`src/rtl/rf_transceiver_pkg.sv`:
```
// Shared definitions for the RF transceiver slice: framer state encoding,
// default packet thresholds and header byte ordering.
package rf_transceiver_pkg;

  typedef enum logic [2:0] {
    ST_IDLE,
    ST_HDR,
    ST_PL_RD,
    ST_PL_CAP,
    ST_PL_TX,
    ST_CSUM
  } framer_state_t;

  localparam int unsigned DEF_START_THRESHOLD = 58;
  localparam int unsigned DEF_MAX_PAYLOAD     = 58;
  localparam int unsigned DEF_TIMEOUT_CYCLES  = 4096;

  localparam logic [1:0] HDR_ADDH = 2'd0;
  localparam logic [1:0] HDR_ADDL = 2'd1;
  localparam logic [1:0] HDR_CHAN = 2'd2;
  localparam logic [1:0] HDR_LEN  = 2'd3;

endpackage

```
`src/rtl/rf_idle_timer.sv`:
```
// Saturating idle counter; expired stays high while the count sits at the limit.
module rf_idle_timer #(
  parameter int unsigned TIMEOUT_CYCLES = 4096
) (
  input  logic internal_clk,
  input  logic rst_n,
  input  logic clr,
  input  logic en,
  output logic expired
);

  localparam int unsigned TW = $clog2(TIMEOUT_CYCLES + 1);
  localparam logic [TW-1:0] TMAX = TW'(TIMEOUT_CYCLES);

  logic [TW-1:0] cnt;

  always_ff @(posedge internal_clk) begin
    if (!rst_n) begin
      cnt <= '0;
    end else if (clr) begin
      cnt <= '0;
    end else if (en && (cnt != TMAX)) begin
      cnt <= cnt + 1'b1;
    end
  end

  assign expired = (cnt == TMAX);

endmodule

```
`src/rtl/rf_packet_framer.sv`:
```
// Mode-0 transmit framer: drains the MCU FIFO into ADDH/ADDL/CHAN/LEN + payload
// + XOR checksum frames over a valid/ready byte interface.
module rf_packet_framer
  import rf_transceiver_pkg::*;
#(
  parameter int unsigned DATA_WIDTH      = 8,
  parameter int unsigned FIFO_DEPTH      = 512,
  parameter int unsigned CNT_WIDTH       = $clog2(FIFO_DEPTH + 1),
  parameter int unsigned START_THRESHOLD = DEF_START_THRESHOLD,
  parameter int unsigned MAX_PAYLOAD     = DEF_MAX_PAYLOAD,
  parameter int unsigned TIMEOUT_CYCLES  = DEF_TIMEOUT_CYCLES
) (
  input  logic                  internal_clk,
  input  logic                  rst_n,
  input  logic                  mode0_en,
  input  logic [7:0]            cfg_addh,
  input  logic [7:0]            cfg_addl,
  input  logic [7:0]            cfg_chan,
  input  logic [CNT_WIDTH-1:0]  fifo_count,
  input  logic                  fifo_empty,
  input  logic                  fifo_wr,
  output logic                  fifo_rd,
  input  logic [DATA_WIDTH-1:0] fifo_rdata,
  output logic [DATA_WIDTH-1:0] tx_data,
  output logic                  tx_valid,
  input  logic                  tx_ready,
  output logic                  busy,
  output logic                  pkt_done
);

  framer_state_t         state;
  logic [1:0]            hdr_idx;
  logic [7:0]            len_q;
  logic [7:0]            remaining;
  logic [7:0]            addh_q, addl_q, chan_q;
  logic [DATA_WIDTH-1:0] csum;
  logic [DATA_WIDTH-1:0] hdr_next;
  logic [CNT_WIDTH-1:0]  len_sel;
  logic                  has_data, timer_expired, start, accept;

  assign has_data = (fifo_count != '0);
  assign accept   = tx_valid && tx_ready;
  assign start    = (state == ST_IDLE) && mode0_en &&
                    ((fifo_count >= CNT_WIDTH'(START_THRESHOLD)) || (has_data && timer_expired));
  assign len_sel  = (fifo_count > CNT_WIDTH'(MAX_PAYLOAD)) ? CNT_WIDTH'(MAX_PAYLOAD) : fifo_count;

  // Pop is decoded from the state register so the FIFO's one-cycle read latency lands in PL_CAP.
  assign fifo_rd  = (state == ST_PL_RD) && !fifo_empty;

  rf_idle_timer #(
    .TIMEOUT_CYCLES(TIMEOUT_CYCLES)
  ) u_idle_timer (
    .internal_clk(internal_clk),
    .rst_n       (rst_n),
    .clr         (fifo_wr || !has_data || start),
    .en          ((state == ST_IDLE) && has_data),
    .expired     (timer_expired)
  );

  // Byte that follows the header beat currently on the bus.
  always_comb begin
    hdr_next = DATA_WIDTH'(len_q);
    case (hdr_idx)
      HDR_ADDH: hdr_next = DATA_WIDTH'(addl_q);
      HDR_ADDL: hdr_next = DATA_WIDTH'(chan_q);
      default:  hdr_next = DATA_WIDTH'(len_q);
    endcase
  end

  always_ff @(posedge internal_clk) begin
    if (!rst_n) begin
      state     <= ST_IDLE;
      hdr_idx   <= '0;
      len_q     <= '0;
      remaining <= '0;
      addh_q    <= '0;
      addl_q    <= '0;
      chan_q    <= '0;
      csum      <= '0;
      tx_data   <= '0;
      tx_valid  <= 1'b0;
      busy      <= 1'b0;
      pkt_done  <= 1'b0;
    end else begin
      pkt_done <= 1'b0;
      case (state)
        ST_IDLE: begin
          if (start) begin
            state     <= ST_HDR;
            hdr_idx   <= HDR_ADDH;
            len_q     <= 8'(len_sel);
            remaining <= 8'(len_sel);
            addh_q    <= cfg_addh;
            addl_q    <= cfg_addl;
            chan_q    <= cfg_chan;
            csum      <= '0;
            tx_data   <= DATA_WIDTH'(cfg_addh);
            tx_valid  <= 1'b1;
            busy      <= 1'b1;
          end
        end
        ST_HDR: begin
          if (accept) begin
            csum <= csum ^ tx_data;
            if (hdr_idx == HDR_LEN) begin
              tx_valid <= 1'b0;
              state    <= ST_PL_RD;
            end else begin
              hdr_idx <= hdr_idx + 1'b1;
              tx_data <= hdr_next;
            end
          end
        end
        ST_PL_RD: begin
          if (fifo_empty) begin
            state <= ST_IDLE;
            busy  <= 1'b0;
          end else begin
            state <= ST_PL_CAP;
          end
        end
        ST_PL_CAP: begin
          tx_data  <= fifo_rdata;
          tx_valid <= 1'b1;
          state    <= ST_PL_TX;
        end
        ST_PL_TX: begin
          if (accept) begin
            csum      <= csum ^ tx_data;
            remaining <= remaining - 1'b1;
            if (remaining == 8'd1) begin
              tx_data <= csum ^ tx_data;
              state   <= ST_CSUM;
            end else begin
              tx_valid <= 1'b0;
              state    <= ST_PL_RD;
            end
          end
        end
        ST_CSUM: begin
          if (accept) begin
            tx_valid <= 1'b0;
            pkt_done <= 1'b1;
            busy     <= 1'b0;
            state    <= ST_IDLE;
          end
        end
        default: begin
          state    <= ST_IDLE;
          tx_valid <= 1'b0;
          busy     <= 1'b0;
        end
      endcase
    end
  end

endmodule
```
`config.mk`:
```
export PLATFORM = sky130hd
export DESIGN_NAME = rf_packet_framer
export DESIGN_NICKNAME = d
export VERILOG_FILES = /design/src/rtl/rf_transceiver_pkg.sv /design/src/rtl/rf_idle_timer.sv /design/src/rtl/rf_packet_framer.sv
export SDC_FILE = /design/constraint.sdc
export NUM_CORES = 1
export LEC_CHECK = 0
export BUFFER_PORTS_ARGS = -buffer_cell sky130_fd_sc_hd__buf_4
export CORE_MARGIN = 2
export CORE_UTILIZATION = 52
export DETAILED_ROUTE_END_ITERATION = 10
export PLACE_DENSITY = 0.76
export SYNTH_ARGS = -nofsm -noshare
export SYNTH_HDL_FRONTEND = slang
export SYNTH_HIERARCHICAL = 1
export SYNTH_SLANG_ARGS = --single-unit
```
`constraint.sdc`:
```
create_clock -name internal_clk -period 2.59 [get_ports internal_clk]
set_clock_uncertainty 0.05 [all_clocks]
set_input_delay 0.1295 -clock internal_clk [delete_from_list [all_inputs] [get_ports internal_clk]]
set_output_delay 0.1295 -clock internal_clk [all_outputs]
set_load 0.1 [all_outputs]
```
==> impl_metrics.csv, run 1 <==
group,metric,value,unit
status,outcome,"finished, final reports clean",
logic_synthesis,net_count_after_synthesis,573,
logic_synthesis,yosys.cell_count.top_type,"nand2_1",
layout,final_util,0.6673,
worst_setup_path,critical_path_peak_fanout,19,
global_routing,vias_in_the_first_global_route,3765,
worst_setup_path,critical_path.endpoint_type,"flop",
logic_synthesis,yosysTopAreaCellShare,0.3524,
logic_synthesis,synth_top_family_by_area,"simple AND/OR/NAND/NOR gates",
timing,final-setup-viol-count,0,
route,drtIter0Drc,254,
layout,final_area,0.004866,mm^2
placed_design,placement.cell_area,0.004482,mm^2
route,wire_per_inst,15.58,um
timing,timing.fmax,422.0,MHz
placed_design,dp_worst_setup_slack,0.1489,ns
floorplanning,fp.dieW,90.83,um
pwr,part_of_the_power_in_the_clock_network,0.217,
run,max-cap-violations,0,
layout,fill_cells,667,
pwr,power.static_leakage,1.788,nW
logic_synthesis,post-synth-top-area-cell,"dfxtp_1",
timing,hold_violations,0,
cts,clk_root_buffer_cell,"clkbuf_8",
logic_synthesis,synth_warnings,6,
pwr,p_comb_frac,0.465,
worst_setup_path,required_time_of_the_critical_path,2.81,ns
cts,clkSlewWorstSetupHoldPaths,0.09,ns
timing,remaining_max_slew_budget_at_the_tightest_pin,0.4866,
route,postRouteAntennaNets,0,
layout,area_growth,24.13,%
logic_synthesis,synthXorXnorAreaFrac,0.008937,
route,num_vias,4140,
worst_setup_path,critPathLaunchType,"flop",
route,routed_wl,10850,um
timing,post-route-min-period,2.369,ns
timing,fin_setup_tns,0,ns
logic_synthesis,synth-seq-cells,69,
global_routing,track_usage,0.2620,
logic_synthesis,synth_flop_cell,"dfxtp_1",
logic_synthesis,ys_top_cells_by_area,"dfxtp_1 35%, nand2_1 8.3%, a21oi_1 6.3%",
placed_design,place.port_buffers,59,
timing,slew_at_the_pin_closest_to_its_max_slew_limit,0.7700,ns
cts,cts.htree.levels,3,
pwr,share_of_total_power_consumed_by_net_switching,0.4606,
timing,grt_setup_unrepaired,"no",
global_routing,grt_overflow,0,
timing,holdWs,0.07348,ns
cts,tritoncts,"built",
logic_synthesis,netlist_area,0.003920,mm^2
logic_synthesis,synth_enable_flop_cells,0,
worst_setup_path,timing_worst_setup_path_type,"flop to flop",
logic_synthesis,synth_simple_gate_area_frac,0.3192,
global_routing,grt_pass1_wl,17660,um
placed_design,place.gp.congestion,0.8872,
layout,drive_above_1_share,0.1859,
logic_synthesis,netlist-cell-type-count,53,
route,routed_via_density,5.948,
cts,cts_max_path_buffers,2,
pwr,internal_power,2.343,mW
floorplanning,top_level_ports,60,
timing,share_of_the_clock_period_used_by_the_worst_path,0.9148,
pwr,power,4.344,mW
global_routing,grt_antenna_before_repair,0,
pwr,power_frac_seq,0.318,
floorplanning,core_region_area,0.007292,mm^2
global_routing,grt_max_degree,25,
logic_synthesis,mean_instance_size_in_the_synthesized_netlist,7.568,um^2
placed_design,dp_hpwl,7446,um
logic_synthesis,post_synth_inst_count,518,
logic_synthesis,seq_area_frac_synth,0.3524,
placed_design,dpl.cell_count,662,
timing,final_setup_margin,0.2206,ns
cts,cts_inserted_buffers,9,
logic_synthesis,ys_async_sr_fraction,0,
logic_synthesis,synth_mux_area_frac,0.02043,
floorplanning,fp.dieH,90.83,um
pwr,cellPowerDensity,892.6,mW/mm^2
logic_synthesis,complex_gate_fraction_of_the_synthesized_area,0.2244,
logic_synthesis,synthAdderAreaFrac,0.02234,
pwr,irDropWorstVdd,0.0003805,V
floorplanning,starting_utilization_of_the_core_area,0.5376,
pwr,netSwitchingPower,2.001,mW
floorplanning,dieArea,0.008249,mm^2
worst_setup_path,crit_arrival,2.59,ns
logic_synthesis,top_cells_by_instance_count_after_synthesis,"87 x nand2_1, 69 x dfxtp_1, 49 x a21oi_1",
min_path,worst_hold_path_type,"input pin to flop",
cts,clk-insertion-delay-late,0.36,ns
timing,slew_violations,0,
route,drt-pass1-iter-count,5,
layout,final_nets,647,
route,route.detailed.drc,0,
layout,antenna-diode-count,0,
layout,fin_cells,696,
floorplanning,rows,31,
cts,clock_sink_count,69,
==> logic make-up (layout without fill, tap and decap cells) <==
kind of cell               after synthesis  after routing
muxes                                    8              8
buffers and inverters                   47            126
adders and majority gates                7              7
DFF                                     69             69
and+or+nand+nor                        246            246
xor gates and xnor gates                 4              4
AOI/OAI and AO/OA                      137            137
==> layer usage <==
layer | share of wire | global-route usage | up-vias
li1 | - | - | 2028
met1 | 0.43 | 0.3364 | 1919
met2 | 0.48 | 0.4341 | 173
met3 | 0.075 | 0.04674 | 20
met4 | 0.022 | 0.1086 | 0
met5 | 0 | 0 | -
==> power by group through the flow <==
stage               Combinational (mW)  Sequential (mW)  Clock (mW)
floorplan                        0.993             1.88           0
global placement                  1.93             1.39           0
detailed placement                1.96             1.40           0
CTS                               1.98             1.38       0.947
global route                      2.15             1.41        1.01
finish                            2.02             1.38       0.941
==> area by class of cell <==
class	instances	area, um^2	share of cell area
clock inverter	7	82.58	0.01697
inverter	14	52.55	0.01080
tap	99	123.9	0.02546
clock buffer	9	123.9	0.02546
timing repair buffer	96	760.7	0.1563
multi-input combinational	402	2340	0.4808
sequential	69	1383	0.2841
==> sequential cells by signal, summed over array words and instances (netlist names), 3 cells and up <==
name / cells
addl_q: 8
chan_q: 8
csum: 8
len_q: 8
remaining: 8
state: 3
tx_data: 8
u_idle_timer/cnt: 13
==> timing repair <==
action / 4_1_cts / 5_1_grt
setup buffers: 0 / 2
endpoints found under the hold margin: 16 / 0
hold buffers: 16 / 0
resized for setup: 0 / 2
setup endpoints to repair: 0 / 29
==> path summary, 6_finish.rpt <==
kind | start | to | slack, ns | cells past startpoint
max | u_idle_timer/cnt[1] | remaining[0] | 0.22 | 9
min | rst_n | pkt_done | 0.07 | 3
max reg2reg | u_idle_timer/cnt[1] | remaining[0] | 0.22 | 9
min reg2reg | len_q[0] | len_q[0] | 0.41 | 2
==> critical path, stage by stage (launching register included) <==
cell      delay [ns]
dfxtp_1         0.41
inv_1           0.07
ha_1            0.18
nor4b_1         0.15
and3_1          0.22
or3_1           0.43
nand4_2         0.16
buf_4           0.25
a211oi_1        0.11
a311oi_1        0.25
==> layout by cell type (no fill, tap or decap), types with 16 or more instances in the layout <==
cell           count
dlygate4sd3_1     16
nor2_1            28
buf_4             80
a21oi_1           49
nor3_1            29
o21ai_0           25
nor2b_1           18
nand3_1           22
nand2_1           87
dfxtp_1           68
Note: power is estimated with default switching activity, not from simulation.
==> inputs of run 2 (changes only) <==
- CORE_UTILIZATION: 52 -> 51
- PLACE_DENSITY: 0.76 -> 0.75
- SYNTH_HIERARCHICAL: 1 -> unset
==> impl_metrics.csv, run 2 <==
group,metric,value,unit
status,outcome,"finished, final reports clean",
worst_setup_path,setup.reg_to_reg.worst_slack,0.21,ns
global_routing,grt_max_degree,55,
logic_synthesis,ys_top_cells_by_area,"dfxtp_1 39%, nand2_1 6.5%, nor2_1 4.2%",
layout,antenna-diode-count,0,
logic_synthesis,net_count_after_synthesis,479,
logic_synthesis,netlist-cell-type-count,52,
logic_synthesis,synth_warnings,0,
floorplanning,rows,30,
logic_synthesis,post_synth_inst_count,424,
route,drtIter0Drc,159,
route,num_vias,3340,
timing,slew_at_the_pin_closest_to_its_max_slew_limit,0.7044,ns
placed_design,place.port_buffers,59,
timing,hold_violations,0,
layout,largest_register_ff_count,13,
worst_setup_path,critical_path.endpoint_type,"flop",
timing,share_of_the_clock_period_used_by_the_worst_path,0.9193,
global_routing,grt_pass1_wl,14280,um
timing,grt_setup_unrepaired,"no",
route,wire_per_inst,14.68,um
logic_synthesis,synth-seq-cells,69,
placed_design,dp_hpwl,5851,um
logic_synthesis,post-synth-top-area-cell,"dfxtp_1",
floorplanning,fp.dieH,87.55,um
floorplanning,top_level_ports,60,
global_routing,vias_in_the_first_global_route,3174,
run,max-cap-violations,0,
logic_synthesis,yosys.cell_count.top_type,"dfxtp_1",
route,route.detailed.drc,0,
route,routed_wl,8588,um
cts,clkSlewWorstSetupHoldPaths,0.08,ns
layout,largest_register,"u_idle_timer.cnt",
timing,timing.fmax,420.0,MHz
floorplanning,starting_utilization_of_the_core_area,0.5269,
layout,layout_commonest_cell,"buf_4",
worst_setup_path,r2r-end,"csum[0]",
logic_synthesis,synth_enable_flop_cells,0,
floorplanning,core_region_area,0.006756,mm^2
logic_synthesis,synth_flop_cell,"dfxtp_1",
layout,drive_above_1_share,0.2099,
pwr,power.static_leakage,2.029,nW
layout,most-common-layout-cells,"74 x buf_4, 68 x dfxtp_1, 62 x nand2_1, 40 x nor2_1, 16 x xor2_1",
worst_setup_path,required_time_of_the_critical_path,2.79,ns
cts,clk-insertion-delay-late,0.35,ns
worst_setup_path,critPathLaunchType,"flop",
global_routing,grt_antenna_before_repair,0,
cts,cts_max_path_buffers,2,
timing,final-setup-viol-count,0,
min_path,worst_hold_path_type,"input pin to flop",
cts,cts_inserted_buffers,9,
floorplanning,dieArea,0.007664,mm^2
layout,fill_cells,560,
global_routing,track_usage,0.2325,
timing,slew_violations,0,
floorplanning,fp.dieW,87.55,um
logic_synthesis,yosysTopAreaCellShare,0.3880,
route,drt-pass1-iter-count,5,
pwr,cellPowerDensity,889.7,mW/mm^2
cts,cts.htree.levels,3,
logic_synthesis,top_cells_by_instance_count_after_synthesis,"69 x dfxtp_1, 62 x nand2_1, 40 x nor2_1",
min_path,worstHoldEndpoint,"chan_q[4]",
worst_setup_path,number_of_cells_on_the_worst_reg_to_reg_path,8,
worst_setup_path,crit_arrival,2.58,ns
timing,holdWs,0.007510,ns
route,postRouteAntennaNets,0,
cts,clock_sink_count,69,
timing,post-route-min-period,2.381,ns
logic_synthesis,ys_async_sr_fraction,0,
worst_setup_path,timing_worst_setup_path_type,"flop to flop",
worst_setup_path,critical_path_peak_fanout,8,
pwr,irDropWorstVdd,0.0004543,V
layout,final_nets,555,
logic_synthesis,seq_area_frac_synth,0.3880,
min_path,hold_path_startpoint,"cfg_chan[4]",
logic_synthesis,mean_instance_size_in_the_synthesized_netlist,8.395,um^2
layout,area_growth,27.91,%
min_path,holdPathStages,3,
logic_synthesis,netlist_area,0.003560,mm^2
route,routed_via_density,5.709,
worst_setup_path,r2r-start,"u_idle_timer.cnt[2]",
placed_design,place.gp.congestion,0.9372,
cts,clk_root_buffer_cell,"clkbuf_8",
cts,tritoncts,"built",
timing,fin_setup_tns,0,ns
timing,remaining_max_slew_budget_at_the_tightest_pin,0.5261,
global_routing,grt_overflow,0,
==> run 2: cell count changes after synthesis, moves of 9 or more <==
| cell | delta |
|---|---|
| a21oi_1 | -34 |
| nand2_1 | -25 |
| nor3_1 | -23 |
| a21boi_1 | +14 |
| nor2b_1 | -14 |
| o211a_1 | +13 |
| xor2_1 | +13 |
| nor2_1 | +12 |
| a31oi_1 | -11 |
| o21ai_0 | -10 |
| clkbuf_1 | -9 |
==> run 2: area by class of cell <==
type / count / area, um^2 / area share
flip-flops and latches: 69 / 1383 / 0.3037
multi-input cells: 319 / 2058 / 0.4520
clock buffers: 9 / 123.9 / 0.02721
clock inverters: 7 / 121.4 / 0.02666
repair buffers: 90 / 725.7 / 0.1594
well taps: 80 / 100.1 / 0.02198
inverters: 11 / 41.29 / 0.009068
==> run 2: cell families after synthesis <==
family	Yosys count	share of synthesized area
DFF	69	0.3880
adders and majority gates	7	0.02460
muxes	3	0.008436
buffers and inverters	36	0.04288
and+or+nand+nor	171	0.2337
xor gates and xnor gates	21	0.05167
AOI/OAI and AO/OA	117	0.2506
==> run 2: through the flow <==
stage / setup slack (ns) / total power [mW] / util / cell area [um^2] / std cells
6_report: 0.2089 / 4.051 / 0.6739 / 4553 / 585
5_1_grt: 0.02045 / 4.264 / 0.6739 / 4553 / 585
4_1_cts: 0.1590 / 4.008 / 0.6689 / 4519 / 583
3_5_place_dp: -0.05266 / 2.896 / 0.6087 / 4113 / 552
3_3_place_gp: 0.07451 / 2.870 / 0.6087 / 4113 / 552
2_1_floorplan: 0.2350 / 2.519 / - / 3576 / 424
==> run 2: power breakdown <==
group / internal [mW] / switching, mW / leakage [nW]
Sequential: 1.21 / 0.146 / 0.563
Combinational: 0.576 / 1.04 / 1.34
Clock: 0.646 / 0.434 / 0.124
==> run 2: what timing repair did <==
item	in CTS	in global routing
buffers inserted	0	2
hold buffers	15	0
resized for setup	2	1
gates cloned	0	0
pin swaps	0	1
endpoints found under the hold margin	15	0
endpoints found under the setup margin	9	7
==> run 2: worst max-delay path by stage <==
| stage | slack [ns] | startpoint | end | depth (start not counted) |
|---|---|---|---|---|
| after floorplan | 0.23 | tx_valid | tx_data[0] | 7 |
| after global placement | 0.07 | u_idle_timer.cnt[0] | tx_data[6] | 8 |
| after detailed placement | -0.05 | u_idle_timer.cnt[0] | tx_data[6] | 8 |
| after CTS | 0.16 | u_idle_timer.cnt[1] | tx_data[1] | 8 |
| after global routing | 0.02 | u_idle_timer.cnt[2] | csum[7] | 8 |
| final | 0.21 | u_idle_timer.cnt[2] | csum[0] | 8 |
==> run 2: routing by layer <==
| layer | track usage | vias to the layer above | routed length, um |
|---|---|---|---|
| met2 | 0.3747 | 89 | 4060 |
| met4 | 0.09091 | 0 | 149 |
| met5 | 0 | - | 0 |
| met1 | 0.3167 | 1558 | 3959 |
| met3 | 0.03205 | 15 | 419 |
| li1 | - | 1678 | - |
==> run 2: worst max-delay path, cell delays in order (launching register included) <==
cell	delay [ns]
dfxtp_1	0.36
nor4b_1	0.50
nand3_1	0.21
o211a_2	0.32
buf_4	0.15
o41ai_2	0.20
buf_4	0.21
o21ai_0	0.10
a21o_1	0.19
